==> src/rtl/seq_pattern_tx.sv <==
// Serial pattern transmitter: shifts a PAT_W-bit pattern out MSB first, repeated
// repeat_cnt times with gap idle bits between repeats. x, x_valid, busy and done are registered.
//
// state | meaning
// IDLE  | waiting for start, line idle
// SHIFT | driving pattern bits, one per clock
// GAP   | idle bits between repeats
// DONE  | one-cycle completion pulse, can accept a new start
module seq_pattern_tx #(
    parameter int   PAT_W    = 4,
    parameter int   CNT_W    = 4,
    parameter logic IDLE_BIT = 1'b1
) (
    input  logic             clk,
    input  logic             rst_n,
    input  logic             start,
    input  logic [PAT_W-1:0] pattern,
    input  logic [CNT_W-1:0] repeat_cnt,
    input  logic [CNT_W-1:0] gap,
    output logic             ready,
    output logic             x,
    output logic             x_valid,
    output logic             busy,
    output logic             done
);

    localparam int               IDX_W   = $clog2(PAT_W);
    localparam logic [IDX_W-1:0] IDX_MSB = IDX_W'(PAT_W - 1);
    localparam logic [IDX_W-1:0] IDX_ONE = IDX_W'(1);
    localparam logic [CNT_W-1:0] CNT_ONE = CNT_W'(1);

    typedef enum logic [1:0] {IDLE, SHIFT, GAP, DONE} state_t;

    state_t             state_q, state_n;
    logic [PAT_W-1:0]   pat_q, pat_n;
    logic [CNT_W-1:0]   rep_q, rep_n;
    logic [CNT_W-1:0]   gap_q, gap_n;
    logic [CNT_W-1:0]   gap_left_q, gap_left_n;
    logic [IDX_W-1:0]   idx_q, idx_n;
    logic               x_q, x_n;
    logic               x_valid_q, busy_q, done_q;

    always_ff @(posedge clk or negedge rst_n) begin
        if (!rst_n) begin
            state_q    <= IDLE;
            pat_q      <= '0;
            rep_q      <= '0;
            gap_q      <= '0;
            gap_left_q <= '0;
            idx_q      <= '0;
            x_q        <= IDLE_BIT;
            x_valid_q  <= 1'b0;
            busy_q     <= 1'b0;
            done_q     <= 1'b0;
        end else begin
            state_q    <= state_n;
            pat_q      <= pat_n;
            rep_q      <= rep_n;
            gap_q      <= gap_n;
            gap_left_q <= gap_left_n;
            idx_q      <= idx_n;
            x_q        <= x_n;
            x_valid_q  <= (state_n == SHIFT);
            busy_q     <= (state_n == SHIFT) || (state_n == GAP);
            done_q     <= (state_n == DONE);
        end
    end

    always_comb begin
        state_n    = state_q;
        pat_n      = pat_q;
        rep_n      = rep_q;
        gap_n      = gap_q;
        gap_left_n = gap_left_q;
        idx_n      = idx_q;
        x_n        = IDLE_BIT;
        case (state_q)
            IDLE, DONE: begin
                state_n = IDLE;
                if (start) begin
                    pat_n = pattern;
                    rep_n = repeat_cnt;
                    gap_n = gap;
                    if (repeat_cnt == '0) begin
                        state_n = DONE;
                    end else begin
                        state_n = SHIFT;
                        idx_n   = IDX_MSB;
                        x_n     = pattern[PAT_W-1];
                    end
                end
            end
            SHIFT: begin
                if (idx_q != '0) begin
                    idx_n = idx_q - IDX_ONE;
                    x_n   = pat_q[idx_q - IDX_ONE];
                end else if (rep_q > CNT_ONE) begin
                    rep_n = rep_q - CNT_ONE;
                    if (gap_q != '0) begin
                        state_n    = GAP;
                        gap_left_n = gap_q;
                    end else begin
                        // back-to-back repeat: next MSB follows the LSB directly
                        idx_n = IDX_MSB;
                        x_n   = pat_q[PAT_W-1];
                    end
                end else begin
                    rep_n   = '0;
                    state_n = DONE;
                end
            end
            GAP: begin
                if (gap_left_q == CNT_ONE) begin
                    state_n    = SHIFT;
                    gap_left_n = '0;
                    idx_n      = IDX_MSB;
                    x_n        = pat_q[PAT_W-1];
                end else begin
                    gap_left_n = gap_left_q - CNT_ONE;
                end
            end
            default: state_n = IDLE;
        endcase
    end

    assign ready   = (state_q == IDLE) || (state_q == DONE);
    assign x       = x_q;
    assign x_valid = x_valid_q;
    assign busy    = busy_q;
    assign done    = done_q;

endmodule

==> config.mk <==
export PLATFORM = sky130hd
export DESIGN_NAME = seq_pattern_tx
export DESIGN_NICKNAME = d
export VERILOG_FILES = /design/src/rtl/seq_pattern_tx.sv
export SDC_FILE = /design/constraint.sdc
export NUM_CORES = 1
export LEC_CHECK = 0
export BUFFER_PORTS_ARGS = -buffer_cell sky130_fd_sc_hd__buf_4
export CORE_MARGIN = 3
export CORE_UTILIZATION = 45
export DETAILED_ROUTE_END_ITERATION = 7
export GPL_TIMING_DRIVEN = 0
export PLACE_DENSITY = 0.68
export SYNTH_ARGS = -nofsm -noshare
export SYNTH_HDL_FRONTEND = slang
export SYNTH_SLANG_ARGS = --single-unit
==> constraint.sdc <==
create_clock -name clk -period 1.95 [get_ports clk]
set_input_delay 0.0975 -clock clk [delete_from_list [all_inputs] [get_ports clk]]
set_output_delay 0.0975 -clock clk [all_outputs]
set_load 0.005 [all_outputs]
==> reports/metrics.cfg <==
[yosys]
ys_seq_elements = 24
synthAdderAreaFrac_pct = 7.12
yosys.area.top_type_share_pct = 41.0
synth_area_leaders = dfrtp_1 (41%), mux2_2 (7.2%), ha_1 (7.1%)
synth.largest_area_cell = dfrtp_1
ys_warn_count = 0
yosys.area_share.simple_pct = 13.2
syn_avg_cell_area_um2 = 10.6
synthArstFlopShare_pct = 100
syn_area_um2 = 1410
synthXorXnorAreaFrac_pct = 0
muxShareOfSynthArea_pct = 11.1
ys_types = 46
synth-main-ff-cell = dfrtp_1
syn_inst = 133
synth_compound_area_share_pct = 20.6
synth_top_family_by_area = compound AO/OA/AOI/OAI gates
synth_enable_flop_cells = 0
ys_seq_area_share_pct = 42.8
synth_nets = 156

[detailed_routing]
wl_per_cell_um = 14.6
num_vias = 1148
ant_nets = 0
dr.pass1.iters = 4
drt_iter0_drc = 53
routed_wl_um = 3000
via_per_inst = 5.57
drc = 0

[finish]
fin_nets = 188
fillCellCount = 249
synthToLayoutAreaGrowth_pct = 26.6
drive_above_1_share_pct = 38.4
antenna_cells = 0
stdcell_count = 206

[sta]
slew_headroom_pct = 56.9
min_period_ns = 2.00
rsz0062_at_grt = yes
drv_slew = 0
setup_slack_ns = -0.0459
hold_violations = 0
fmax_mhz = 501
hold-worst-slack_ns = 0.0140
fin_crit_sh_pct = 102
finClkSkew_ns = 0.00964
worst_slew_pin_slew_ns = 0.640
setup_viol = 1

[placed_design]
place_hpwl_um = 2260
place_congestion = 0.801
port_buffers = 19
dp_cells = 194

[setup_path]
cp-end-kind = register
worstPathArrival_ns = 2.25
path_class = register to register
reg2reg_slack_ns = -0.05
crit_required_ns = 2.21
crit_fanout = 3
cp-start-kind = register

[global_route]
grt_usage_pct = 17.8
grt_pass1_vias = 1145
grt-ovfl-total = 0
grt_pass1_wl_um = 5020
antenna_found_initial = 0
grt_max_degree = 25

[clock_tree]
cts_made_buffers = 3
clk_latency_ns = 0.31
htreeDepth = 1
cts_tree = done
cts_sinks = 24
cts_buffer_depth = 2
clkSlewWorstSetupHoldPaths_ns = 0.13
clockRootBuffer = clkbuf_4

[pwr]
total_power_uw = 2620
p_per_area_nw_per_um2 = 1480
leakage_uw = 0.000771
vdd_ir_drop_max_uv = 669

[floorplan]
core.rowCount = 19
dieArea_um2 = 3830
die_w_um = 61.9
initial_core_util_pct = 48.8
core_area_um2 = 2880
die_y_um = 61.9
ios = 20

[min_path]
hold_path_class = input pin to register

[run]
max_cap_viol_count = 0

[outcome]
violations = negative setup slack
run_status = complete, but fails checks

placed cells by master (no fill, tap or decap), types with 3 or more instances in the layout:
| cell | count |
|---|---|
| nor3_1 | 4 |
| clkbuf_4 | 3 |
| nand3_1 | 3 |
| dfrtp_1 | 22 |
| buf_4 | 24 |
| inv_1 | 13 |
| a32o_1 | 3 |
| a21oi_1 | 5 |
| nand2_1 | 5 |
| ha_1 | 4 |
| nor2_1 | 7 |
| dlygate4sd3_1 | 5 |
| mux2_2 | 9 |
| o21ai_0 | 3 |
| a22o_1 | 3 |
stage by stage:
stage               TNS (ns)  utilization (%)  cell area [µm²]  setup slack [ns]
floorplan                  0                -             1410            0.0361
CTS                   -0.168             58.2             1680           -0.0624
finish               -0.0459             61.9             1780           -0.0459
detailed placement     -1.51             55.6             1600            -0.229
global placement       -1.04             55.6             1600            -0.196
global route          -0.226             61.9             1780            -0.132
report_power, final:
| part | switching [µW] | total [µW] | internal [µW] | leakage [µW] |
|---|---|---|---|---|
| combinational | 745 | 1470 | 729 | 0.000472 |
| clock | 140 | 220 | 79.9 | 0.0000150 |
| sequential | 189 | 931 | 742 | 0.000284 |
repair_timing:
item | 4_1_cts | 5_1_grt
pin swaps | 1 | 4
cloned | 0 | 0
hold buffers | 2 | 3
hold endpoints to repair | 25 | 3
gates resized for setup | 8 | 11
endpoints found under the setup margin | 14 | 9
setup buffers | 2 | 3
flip-flops by register name (all words and copies together) (netlist names):
| name | flops |
|---|---|
| gap_left_q | 4 |
| idx_q | 2 |
| gap_q | 4 |
| x_valid | 1 |
| rep_q | 4 |
| busy | 1 |
| state_q | 2 |
| done | 1 |
| x | 1 |
| pat_q | 4 |
critical path, cell delays in order, from the launching register on:
cell and delay [ns]:
dfrtp_1 0.41, inv_2 0.10, ha_4 0.13, or3b_4 0.37, and2_4 0.18, o211ai_1 0.24
o221a_2 0.27, ha_4 0.20, inv_2 0.04
logic make-up (layout without fill, tap and decap cells):
logic type | after synthesis | count (layout)
AOI/OAI and AO/OA | 35 | 35
buffers and inverters | 19 | 50
DFF | 24 | 24
and+or+nand+nor | 34 | 34
muxes | 13 | 13
adders and majority gates | 8 | 8
final cells by class:
| type | count | area (µm²) | area share [%] |
|---|---|---|---|
| Inverter | 16 | 61.3 | 3.45 |
| Clock buffer | 4 | 26.3 | 1.48 |
| Multi-Input combinational cell | 90 | 795 | 44.7 |
| Sequential cell | 24 | 603 | 33.9 |
| Tap cell | 42 | 52.6 | 2.95 |
| Buffer | 1 | 11.3 | 0.633 |
| Timing Repair Buffer | 29 | 230 | 12.9 |
routing by layer:
layer  share of wire (%)  track usage, %
met1                  45            22.8
met2                  51            30.8
met3                 2.9            1.86
met4                 1.4            7.27
met5                   0               0
cell usage after synthesis, drive strengths merged, types with 2 or more instances:
library cell   n
nor2b          3
o2111ai        2
nor2           7
o211ai         2
clkbuf         2
mux2          11
nor3           5
inv           15
nand2          6
or4            2
or2            2
ha             8
a21oi          6
a21o           3
a22o           4
a32o           3
o2bb2ai        2
a31oi          2
o21ai          3
and2           2
dfrtp         23
nand3          3
nand2b         2
worst paths after layout:
check | start | end | cells past startpoint
max | gap_left_q[1]$_DFFE_PN0P_ | busy$_DFF_PN0_ | 8
min | pattern[1] | pat_q[1]$_DFFE_PN0P_ | 2
max reg2reg | gap_left_q[1]$_DFFE_PN0P_ | busy$_DFF_PN0_ | 8
min reg2reg | idx_q[1]$_DFFE_PN0P_ | idx_q[1]$_DFFE_PN0P_ | 1
max in group asynchronous | rst_n | x$_DFF_PN1_ | 2
min in group asynchronous | rst_n | idx_q[0]$_DFFE_PN0P_ | 2
No activity file was read; power rests on OpenSTA's default activity.
